$ cat src/rtl/gba_io_feed_pkg.sv
// Shared definitions for the feed address space: channel codes, slot base addresses, slot sizes
// and the USB writer FSM state type.
package gba_io_feed_pkg;

    typedef enum logic [1:0] {
        FEED_CH_VIDEO   = 2'd0,
        FEED_CH_SOUND_L = 2'd1,
        FEED_CH_SOUND_R = 2'd2,
        FEED_CH_RSVD    = 2'd3
    } feed_ch_e;

    localparam logic [25:0] FEED_BASE_VIDEO   = 26'h100_0000;
    localparam logic [25:0] FEED_BASE_SOUND_L = 26'h1E0_0000;
    localparam logic [25:0] FEED_BASE_SOUND_R = 26'h1F0_0000;

    localparam int FEED_VIDEO_SLOT_BYTES = 'h2_0000;
    localparam int FEED_SOUND_SLOT_BYTES = 'h10;

    typedef enum logic {
        FEED_IDLE = 1'b0,
        FEED_REQ  = 1'b1
    } feed_state_e;

    // Halfword offset becomes a byte offset; the slot sizes keep it clear of the channel field.
    function automatic logic [25:0] feed_addr(input feed_ch_e ch, input logic [15:0] off);
        logic [25:0] base;
        case (ch)
            FEED_CH_VIDEO:   base = FEED_BASE_VIDEO;
            FEED_CH_SOUND_L: base = FEED_BASE_SOUND_L;
            FEED_CH_SOUND_R: base = FEED_BASE_SOUND_R;
            default:         base = 26'd0;
        endcase
        return base + {9'd0, off, 1'b0};
    endfunction

endpackage

$ cat src/rtl/feed_offset_counter.sv
// Per-channel halfword offset counter: cleared at frame start, advanced on each acknowledged
// write, wrapping at the frame length.
module feed_offset_counter (
    input  logic        clk,
    input  logic        rst,
    input  logic        clear,
    input  logic        advance,
    input  logic [16:0] frame_hw,
    output logic [15:0] offset,
    output logic        wrap,
    output logic        nonzero
);

    logic [15:0] off_q;

    assign offset  = off_q;
    assign nonzero = (off_q != 16'd0);
    assign wrap    = advance && ({1'b0, off_q} == (frame_hw - 17'd1));

    always_ff @(posedge clk) begin
        if (rst || clear) begin
            off_q <= 16'd0;
        end else if (advance) begin
            off_q <= wrap ? 16'd0 : off_q + 16'd1;
        end
    end

endmodule

$ cat src/rtl/usb_feed_writer.sv
// USB-side initiator: turns tagged halfwords into sequential feed-space write requests.
// Optional statistics counters are built when USB_FEED_WRITER_STATS_EN is defined.
module usb_feed_writer
    import gba_io_feed_pkg::*;
#(
    parameter int VIDEO_FRAME_HW = 38400,
    parameter int SOUND_FRAME_HW = 8
) (
    input  logic        clk,
    input  logic        rst,
    input  logic        s_valid,
    output logic        s_ready,
    input  logic [15:0] s_data,
    input  logic [1:0]  s_chan,
    input  logic        s_sof,
    output logic        m_req,
    input  logic        m_ack,
    output logic [25:0] m_addr,
    output logic [15:0] m_wdata,
    output logic        m_from_usb,
    output logic        frame_done,
    output logic [1:0]  frame_chan,
    output logic        err_short,
    output logic        err_chan
`ifdef USB_FEED_WRITER_STATS_EN
    ,
    output logic [15:0] stat_frames_v,
    output logic [15:0] stat_frames_l,
    output logic [15:0] stat_frames_r,
    output logic [15:0] stat_short
`endif
);

    localparam logic [16:0] VID_LIM = 17'(VIDEO_FRAME_HW);
    localparam logic [16:0] SND_LIM = 17'(SOUND_FRAME_HW);

    feed_state_e state_q, state_d;
    feed_ch_e    chan_q, chan_d;
    logic [25:0] addr_q, addr_d;
    logic [15:0] wdata_q, wdata_d;
    logic        short_q, short_d;
    logic        frame_done_q, frame_done_d;
    logic        err_short_q, err_short_d;
    logic        err_chan_q, err_chan_d;
    logic [1:0]  frame_chan_q, frame_chan_d;

    logic        accept, ack;
    logic [15:0] chOff [3];
    logic [3:0]  chWrap, chNz, chClear, chAdvance;
    logic [15:0] curOff;
    logic        curNz;

    assign accept = (state_q == FEED_IDLE) && s_valid && !rst;
    assign ack    = (state_q == FEED_REQ) && m_ack;

    for (genvar g = 0; g < 3; g++) begin : g_ctr
        assign chClear[g]   = accept && s_sof && (s_chan == 2'(g));
        assign chAdvance[g] = ack && (chan_q == feed_ch_e'(g));

        feed_offset_counter u_ctr (
            .clk      (clk),
            .rst      (rst),
            .clear    (chClear[g]),
            .advance  (chAdvance[g]),
            .frame_hw ((g == 0) ? VID_LIM : SND_LIM),
            .offset   (chOff[g]),
            .wrap     (chWrap[g]),
            .nonzero  (chNz[g])
        );
    end
    assign chClear[3]   = 1'b0;
    assign chAdvance[3] = 1'b0;
    assign chWrap[3]    = 1'b0;
    assign chNz[3]      = 1'b0;

    always_comb begin
        curOff = 16'd0;
        case (feed_ch_e'(s_chan))
            FEED_CH_VIDEO:   curOff = chOff[0];
            FEED_CH_SOUND_L: curOff = chOff[1];
            FEED_CH_SOUND_R: curOff = chOff[2];
            default:         curOff = 16'd0;
        endcase
        curNz = chNz[s_chan];
    end

    always_ff @(posedge clk) begin
        if (rst) begin
            state_q      <= FEED_IDLE;
            chan_q       <= FEED_CH_VIDEO;
            addr_q       <= 26'd0;
            wdata_q      <= 16'd0;
            short_q      <= 1'b0;
            frame_done_q <= 1'b0;
            err_short_q  <= 1'b0;
            err_chan_q   <= 1'b0;
            frame_chan_q <= 2'd0;
        end else begin
            state_q      <= state_d;
            chan_q       <= chan_d;
            addr_q       <= addr_d;
            wdata_q      <= wdata_d;
            short_q      <= short_d;
            frame_done_q <= frame_done_d;
            err_short_q  <= err_short_d;
            err_chan_q   <= err_chan_d;
            frame_chan_q <= frame_chan_d;
        end
    end

    // An SOF beat always lands at offset 0; a short previous frame is remembered until the ack.
    always_comb begin
        state_d      = state_q;
        chan_d       = chan_q;
        addr_d       = addr_q;
        wdata_d      = wdata_q;
        short_d      = short_q;
        frame_done_d = 1'b0;
        err_short_d  = 1'b0;
        err_chan_d   = 1'b0;
        frame_chan_d = frame_chan_q;
        s_ready      = 1'b0;
        m_req        = 1'b0;
        case (state_q)
            FEED_IDLE: begin
                s_ready = !rst;
                if (accept) begin
                    if (feed_ch_e'(s_chan) == FEED_CH_RSVD) begin
                        err_chan_d = 1'b1;
                    end else begin
                        chan_d  = feed_ch_e'(s_chan);
                        wdata_d = s_data;
                        addr_d  = feed_addr(feed_ch_e'(s_chan), s_sof ? 16'd0 : curOff);
                        short_d = s_sof && curNz;
                        state_d = FEED_REQ;
                    end
                end
            end
            FEED_REQ: begin
                m_req = 1'b1;
                if (ack) begin
                    frame_done_d = chWrap[chan_q];
                    err_short_d  = short_q;
                    if (chWrap[chan_q] || short_q) begin
                        frame_chan_d = chan_q;
                    end
                    state_d = FEED_IDLE;
                end
            end
            default: state_d = FEED_IDLE;
        endcase
    end

    assign m_addr     = addr_q;
    assign m_wdata    = wdata_q;
    assign m_from_usb = m_req;
    assign frame_done = frame_done_q;
    assign frame_chan = frame_chan_q;
    assign err_short  = err_short_q;
    assign err_chan   = err_chan_q;

`ifdef USB_FEED_WRITER_STATS_EN
    logic [15:0] statV_q, statL_q, statR_q, statShort_q;

    always_ff @(posedge clk) begin
        if (rst) begin
            statV_q     <= 16'd0;
            statL_q     <= 16'd0;
            statR_q     <= 16'd0;
            statShort_q <= 16'd0;
        end else begin
            if (frame_done_q && frame_chan_q == 2'd0) statV_q <= statV_q + 16'd1;
            if (frame_done_q && frame_chan_q == 2'd1) statL_q <= statL_q + 16'd1;
            if (frame_done_q && frame_chan_q == 2'd2) statR_q <= statR_q + 16'd1;
            if (err_short_q && statShort_q != 16'hFFFF) statShort_q <= statShort_q + 16'd1;
        end
    end

    assign stat_frames_v = statV_q;
    assign stat_frames_l = statL_q;
    assign stat_frames_r = statR_q;
    assign stat_short    = statShort_q;
`endif

endmodule

$ cat config.mk
export PLATFORM = sky130hd
export DESIGN_NAME = usb_feed_writer
export DESIGN_NICKNAME = d
export VERILOG_FILES = /design/src/rtl/gba_io_feed_pkg.sv /design/src/rtl/feed_offset_counter.sv /design/src/rtl/usb_feed_writer.sv
export SDC_FILE = /design/constraint.sdc
export NUM_CORES = 1
export LEC_CHECK = 0
export ABC_AREA = 1
export ABC_CLOCK_PERIOD_IN_PS = 2300
export CORE_MARGIN = 2
export CORE_UTILIZATION = 25
export DETAILED_ROUTE_END_ITERATION = 8
export SETUP_SLACK_MARGIN = 0.3
export SLEW_MARGIN = 20
export SYNTH_ARGS = -nofsm -noshare
export SYNTH_HDL_FRONTEND = slang
export SYNTH_SLANG_ARGS = --single-unit
$ cat constraint.sdc
create_clock -name clk -period 2.3 [get_ports clk]
set_input_delay 0.46 -clock clk [delete_from_list [all_inputs] [get_ports clk]]
set_output_delay 0.46 -clock clk [all_outputs]
set_load 0.03 [all_outputs]
=== Word level (Yosys, flattened, before mapping) ===
Index checks and enable logic that the tools add are counted.
W data, S select, Z words.

* Register bits: 99
* Latch bits: 0
* Bits in writable memories: 0
* Memory bits (read-only): 0
* Input bits: 23
* Output and inout port bits: 50
* Word-level logic and storage cells: 78
* Memories kept: 0

* $add $sub $neg: 4
* Multipliers: 0
* Divide/modulo/power cells: 0
* $lt $le $gt $ge: 2
* Equal/unequal tests: 8
* Shifts and indexed selects: 0
* Mux-type cells: 20
* Bitwise gates (word level): 4
* Reductions and logical operators: 28

{| class="wikitable"
|+ Operators with widths
! cell !! count
|-
| $mux W26 || 3
|-
| $pmux W25 S3 || 1
|-
| $mux W16 || 4
|-
| $add A16 B1 Y16 const B || 3
|-
| $pmux W16 S3 || 1
|-
| $reduce_bool A16 Y1 || 3
|-
| $eq A16 B3 Y1 const B || 2
|-
| $add A26 B17 Y26 || 1
|-
| $eq A16 B16 Y1 const B || 1
|-
| $logic_and A1 B1 Y1 || 14
|-
| $mux W1 || 8
|-
| $eq A2 B2 Y1 const B || 3
|-
| $lt A2 B3 Y1 const B || 2
|-
| $reduce_and A3 Y1 || 2
|-
| $reduce_or A3 Y1 || 2
|-
| $bmux W1 S2 || 2
|-
| $eq A2 B1 Y1 const B || 2
|-
| $logic_not A2 Y1 || 2
|-
| $logic_or A1 B1 Y1 || 4
|-
| $not A1 Y1 || 4
|-
| $pmux W1 S2 || 1
|-
| $logic_not A1 Y1 || 1
|}

=== Longest topological paths before layout ===
Gate-level depths: netlist of the first run.

* Depth in word-level cells: 7
* Depth in mapped cells: 10
* Gate-level depth less buffers: 10

=== Hierarchy ===
From an unflattened synthesis of the first run, not the netlist that was laid out.

* Cells, all modules: 1243
* Area, all modules: 7564.8 um2

{| class="wikitable"
|+ By module, submodules not included
! module !! times used !! cells an instance !! area an instance (um2) !! sequential area each (um2)
|-
| feed_offset_counter || 3 || 319 || 1803.0 || 320.3
|-
| usb_feed_writer || 1 || 286 || 2155.8 || 880.8
|}

=== Worst setup path before layout of the first run ===
No wires, ideal clock.

* Path type: register to register
* From: register state_q
* To: register g_ctr[0].u_ctr.off_q[11]
* Setup time: 124 ps
* Arrival: 1927 ps
* Required time: 2176 ps
* Slack: 248 ps
* Cell stages (with the launch flop): 8
* Path buffers: 0
* Period minus slack after synthesis: 2052 ps
* Path through: dfxtp_1 -> nor2_1 -> nand3_1 -> o21ai_1 -> o21bai_2 -> inv_1 -> o21ai_1 -> a21oi_1

* Cells in the longest elaborated chain, start to end: 6
* Elaborated cells between the ends (all ways): 10
* Classes of those cells: mux: 1; bitwise: 1; reduce/logical: 8

{| class="wikitable"
|+ Ends and longest elaborated chain
! element !! RTL line !! RTL
|-
| start, declared || usb_feed_writer.sv:37 || <nowiki>feed_state_e state_q, state_d;</nowiki>
|-
| start signal, assigned || usb_feed_writer.sv:99 || <nowiki>state_q <= state_d;</nowiki>
|-
| $not A1 Y1 (no source line) || n/a ||
|-
| $logic_and A1 B1 Y1 (2 in series) || usb_feed_writer.sv:53 || <nowiki>assign accept = (state_q == FEED_IDLE) && s_valid && !rst;</nowiki>
|-
| $logic_and A1 B1 Y1 (2 in series) || usb_feed_writer.sv:57 || <nowiki>assign chClear[g] = accept && s_sof && (s_chan == 2'(g));</nowiki>
|-
| $logic_or A1 B1 Y1 || feed_offset_counter.sv:21 || <nowiki>if (rst || clear) begin</nowiki>
|-
| end signal, assigned || feed_offset_counter.sv:24 || <nowiki>off_q <= wrap ? 16'd0 : off_q + 16'd1;</nowiki>
|-
| end, declared || feed_offset_counter.sv:14 || <nowiki>logic [15:0] off_q;</nowiki>
|}

Parallel ways exist; a longest one is shown, timed or not.
A chain may end at the register's enable or synchronous reset.

==> metrics.txt, run 1 <==
synthesized area 0.00466 mm²; Placer Congestion 0.933; DP Worst Slack 0.0962 ns; clock root buffer clkbuf_16; Final setup violation count 0; final WL 13,700 µm; status finished clean; Routed Antenna Nets 0; Die X-Extent 141 µm; Vias per Instance 4.73; #FFs+latches synth 92; Post-Syn Area per Cell 7.07 µm²; clk_skew 0.00493 ns; Hold WC Path Type register to register; Area Overhead vs Synth 30.8%; # hold bufs at CTS 0; Clock Latency Late Sink 0.35 ns; drt wl/cell 14.0 µm; Tcrit/Tclk final 0.827; Tmin final 1.90 ns; Power Dens Cells 599 mW/mm²; warnings from Yosys 0; count of input and output buffers 67; arrival time at the worst endpoint 1.44 ns; core area 0.0181 mm²; Synth Flop Type dfxtp_1; Worst Hold End err_short; RSZ-0062 raised after global routing no; Die ar. 0.0198 mm²; slowest CP cell clkdlybuf4s50_1; area taken by multi-input logic gates 0.00245 mm²; 1st-iter DRT viols 269; CP Max Fanout 4; Fmax achieved 0.526 GHz; final net count 779; # diodes 0; Row Count 49; Filler cells 1,935; R2R depth 7; Final Max Slew Viols 0; number of global-route vias before repair 4,297; Seq/Total Area, Yosys 0.395; Finished Core Util 0.336; Crit. End Element output pin; Syn Inst Count 659; CP cell instances clkdlybuf4s50_1; total track usage 0.142; HPWL after DPL 10,600 µm; clk buf depth 2; final hold viol count 0; die height 141 µm; Finished Cell Area 0.00610 mm²; commonest cells after routing, fill and taps aside nor2_1 (112), nand2_1 (102), dfxtp_1 (92), inv_1 (68), clkdlybuf4s50_1 (64); GRT Residual Overflow 0; crit-path leading delay family buffers and inverters; FF-to-FF End g_ctr[2].u_ctr.offset[9]; CTS tree built; Final WS setup 0.398 ns; layout cells sized above 1 0.0973; placed inst area 0.00575 mm²; htree depth 3; clock slew at reported path FFs 0.06 ns; first-pass GRT wire length 22,100 µm; total CTS buffers 9; worst hold path depth 2; Max stage delay on crit path 0.71 ns; Post-synth EDFFs 0; largest net degree at the start of global routing 26; initial antenna violation count 0; RR Startpoint chan_q[1]; kind of critical path register to output pin; maxcap violations 0; commonest non-fill, non-tap cell in the layout nor2_1; r2r setup slk 0.53 ns; crit start category register; Post-CTS Setup Bufs 0; buffers and inverters on the worst path 1; drc violations 0; Sink Count 92; initial core utilization 0.257; min-delay src short_q; Max VDD drop 0.368 mV; Min Hold Slack 0.484 ns; drt pass-1 iters 5; Pleak 2.28 nW; Yosys cell types 36; vias 4,628; boundary pin count 73; Worst EP required 1.84 ns; Reg area 0.00184 mm²; total negative slack 0 ns; Async SR Flop Fraction 0
-- through the flow --
step	power, mW	std cells
detailed placement	2.02	963
CTS	3.69	979
global route	3.79	979
finish	3.65	979
global placement	2.02	963
floorplan	1.87	663
-- cells in the mapped netlist, types with 3 or more instances --
cell type	number	area, µm²
a211oi_1	5	37.5
a21oi_1	39	195
a22oi_1	16	120
a31oi_1	4	25.0
buf_4	8	60.1
clkbuf_1	14	52.6
dfxtp_1	92	1840
ha_1	11	138
inv_1	68	255
inv_2	6	22.5
nand2_1	102	383
nand3_1	44	220
nand4_1	13	81.3
nor2_1	115	432
nor2_2	6	37.5
nor3_1	26	130
nor3_2	3	30.0
nor3_4	3	48.8
nor3b_1	3	22.5
o21a_1	4	30.0
o21ai_0	34	170
o21ai_1	5	25.0
o221ai_1	16	140
xor2_1	5	43.8
-- routing by layer --
metal	up-vias	track usage	wire length, µm
li1	2382	-	-
met1	2126	0.185	6150
met2	109	0.236	6670
met3	11	0.0226	681
met4	0	0.0589	227
met5	-	0	0
-- kinds of logic after synthesis --
| group | after synthesis | synth area share |
|---|---|---|
| DFF | 92 | 0.395 |
| xor gates and xnor gates | 5 | 0.00940 |
| other | 1 | 0.000805 |
| buffers and inverters | 99 | 0.0867 |
| AOI/OAI and AO/OA | 125 | 0.163 |
| adders and majority gates | 11 | 0.0295 |
| and+or+nand+nor | 326 | 0.315 |
-- cell type report --
type,count,share of cell area
clock buffer,12,0.0437
clock inverter,4,0.0115
inverter,75,0.0462
multi-input combinational,472,0.402
sequential,92,0.302
tap,229,0.0470
timing repair buffer,95,0.148
-- sequential cells by signal, indices dropped and copies added (netlist names) --
register,cells
frame_chan,2
state_q,1
frame_done,1
m_wdata,16
err_chan,1
m_addr,19
g_ctr.u_ctr.offset,48
chan_q,2
err_short,1
short_q,1
-- report_power, final --
group | switching (mW) | internal [mW]
Clock | 0.632 | 1.04
Combinational | 0.206 | 0.133
Sequential | 0.0225 | 1.62
Total | 0.861 | 2.79
-- worst max path at each step --
stage / start / end / slack, ns / cells past startpoint
3_3_place_gp: m_ack / g_ctr[2].u_ctr.offset[13] / 0.12 / 10
6_report: m_addr[23] / m_addr[21] / 0.40 / 1
3_5_place_dp: m_ack / g_ctr[2].u_ctr.offset[10] / 0.1 / 8
2_1_floorplan: state_q / g_ctr[0].u_ctr.offset[11] / 0.43 / 7
5_1_grt: s_chan[1] / g_ctr[1].u_ctr.offset[11] / 0.31 / 8
4_1_cts: m_addr[23] / m_addr[21] / 0.36 / 1
-- repair_timing --
| item | in CTS | in global routing |
|---|---|---|
| endpoints found under the hold margin | 0 | 0 |
| gates resized for setup | 2 | 4 |
| endpoints found under the setup margin | 2 | 4 |
Note: power is estimated with default switching activity, not from simulation.
==> run 2, diff against run 1 <==
ABC_CLOCK_PERIOD_IN_PS = 1600   (was 2300)
clock period = 1.6 ns   (was 2.3 ns; I/O delays follow)
==> run 2 against run 1 <==
  * The flow now finishes with violations (negative setup slack)
  * Total power is 45% higher
  * Count of clock-buffer cells in the layout is 1 lower
  * Worst setup slack worse by 0.41 ns
  * Worst hold slack worse by 0.024 ns
  * Non-clock buffer count is 85 higher
  * Via count is 13% higher
  * Combinational power is 110% higher
  * Largest cell class unchanged
  * Largest power group is now registers
  * Highest routed layer unchanged
==> metrics.txt, run 2 (synthesized netlist as in run 1, its figures left out) <==
crit start category register; number of global-route vias before repair 4,902; layout cells sized above 1 0.472; arrival time at the worst endpoint 1.88 ns; Power, Total 5.29 mW; Tmin final 1.61 ns; initial antenna violation count 0; Die X-Extent 141 µm; boundary pin count 73; CTS tree built; Cell Count, Final, Fillers Out 1,064; placed inst area 0.00626 mm²; Power Dens Cells 683 mW/mm²; htree depth 3; grt met2 use 0.258; M3 GR Usage 0.0246; # hold bufs at CTS 0; Placed Cells 1,000; Pleak 3.02 nW; drt pass-1 iters 5; maxcap violations 0; core area 0.0181 mm²; CP Max Fanout 5; Row Count 49; Finished Cell Area 0.00774 mm²; max FFs per register 48; vias 5,236; Area Overhead vs Synth 66.0%; Die ar. 0.0198 mm²; Routed Antenna Nets 0; Max VDD drop 0.388 mV; final net count 864; Crit. End Element register; status finished with violations; commonest non-fill, non-tap cell in the layout nor2_1; clk_skew 0.00746 ns; die height 141 µm; total CTS buffers 9; first-pass GRT wire length 24,600 µm; Placer Congestion 0.919; Sink Count 92; RSZ-0062 raised after global routing yes; total track usage 0.155; clock root buffer clkbuf_16; Tcrit/Tclk final 1.01; HPWL after DPL 11,100 µm; final WL 16,400 µm; commonest cells after routing, fill and taps aside nor2_1 (97), nand2_1 (82), dfxtp_1 (64), buf_4 (62), inv_1 (59); kind of critical path register to register; Worst EP required 1.87 ns; failing checks negative setup slack; final hold viol count 0; Final setup violation count 1; largest net degree at the start of global routing 26; gr busiest metal met2; clock slew at reported path FFs 0.07 ns; count of input and output buffers 67; 1st-iter DRT viols 345; clk buf depth 2; GRT Residual Overflow 0; initial core utilization 0.257; Min Hold Slack 0.460 ns; met1 Usage GRT 0.201; Final WS setup -0.00934 ns; # diodes 0; drc violations 0; Vias per Instance 4.92; drt wl/cell 15.4 µm; Clock Latency Late Sink 0.35 ns; Hold WC Path Type register to register; Fmax achieved 0.621 GHz; Filler cells 1,715; Final Max Slew Viols 0
[run 2: path summary, 6_finish.rpt]
| kind | startpoint | end | slack [ns] | depth (start not counted) |
|---|---|---|---|---|
| setup reg to reg | state_q | g_ctr[2].u_ctr.offset[5] | -0.009 | 9 |
| hold / removal | g_ctr[1].u_ctr.offset[0] | g_ctr[1].u_ctr.offset[0] | 0.46 | 1 |
| hold reg to reg | g_ctr[1].u_ctr.offset[0] | g_ctr[1].u_ctr.offset[0] | 0.46 | 1 |
| setup / recovery | state_q | g_ctr[2].u_ctr.offset[5] | -0.009 | 9 |
[run 2: through the flow]
stage                     setup WS [ns]   TNS, ns   util
final                          -0.00934  -0.00934  0.426
after floorplan                  0.0290         0      -
after detailed placement         -0.442    -29.76  0.345
after global placement           -0.436    -28.63  0.345
after CTS                        0.0601         0  0.389
after global routing            -0.0754     -1.04  0.426
[run 2: worst max-delay path, cell delays in order, from the launching register on]
cell and delay, ns:
dfxtp_4 0.39, nand2_8 0.08, buf_6 0.14, nor3_4 0.28, buf_4 0.17, buf_6 0.09, nand2_2 0.04, o21ai_1 0.12
nand2_1 0.07, a31oi_1 0.15
[run 2: metal layers]
layer / share of wire / wire length, µm
met1: 0.45 / 7300
met2: 0.49 / 7960
met3: 0.043 / 707
met4: 0.025 / 402
met5: 0 / 0
[run 2: final cells by class]
type | count | area, µm² | share of cell area
multi-input cells | 472 | 3320 | 0.430
flip-flops and latches | 92 | 1900 | 0.245
clock inverters | 5 | 50.0 | 0.00647
inverters | 75 | 320 | 0.0414
well taps | 229 | 287 | 0.0370
clock buffers | 11 | 253 | 0.0327
repair buffers | 180 | 1610 | 0.207
[run 2: what timing repair did]
item                                    4_1_cts  5_1_grt
gates cloned                                  0        3
endpoints found under the hold margin         0        0
endpoints found under the setup margin      135       98
pin swaps                                    44       66
gates resized for setup                     337      183
setup buffers                                25       20
[run 2: power breakdown]
part / leakage (nW) / internal (mW) / switching (mW)
Clock: 0.155 / 1.29 / 0.922
Sequential: 0.761 / 2.32 / 0.0402
Combinational: 2.11 / 0.315 / 0.404
==> run 3, diff against run 2 <==
CAP_MARGIN = 20   (was default)
==> results of run 3 <==
No change in the layout: final DEF, timing and power equal those of run 2.
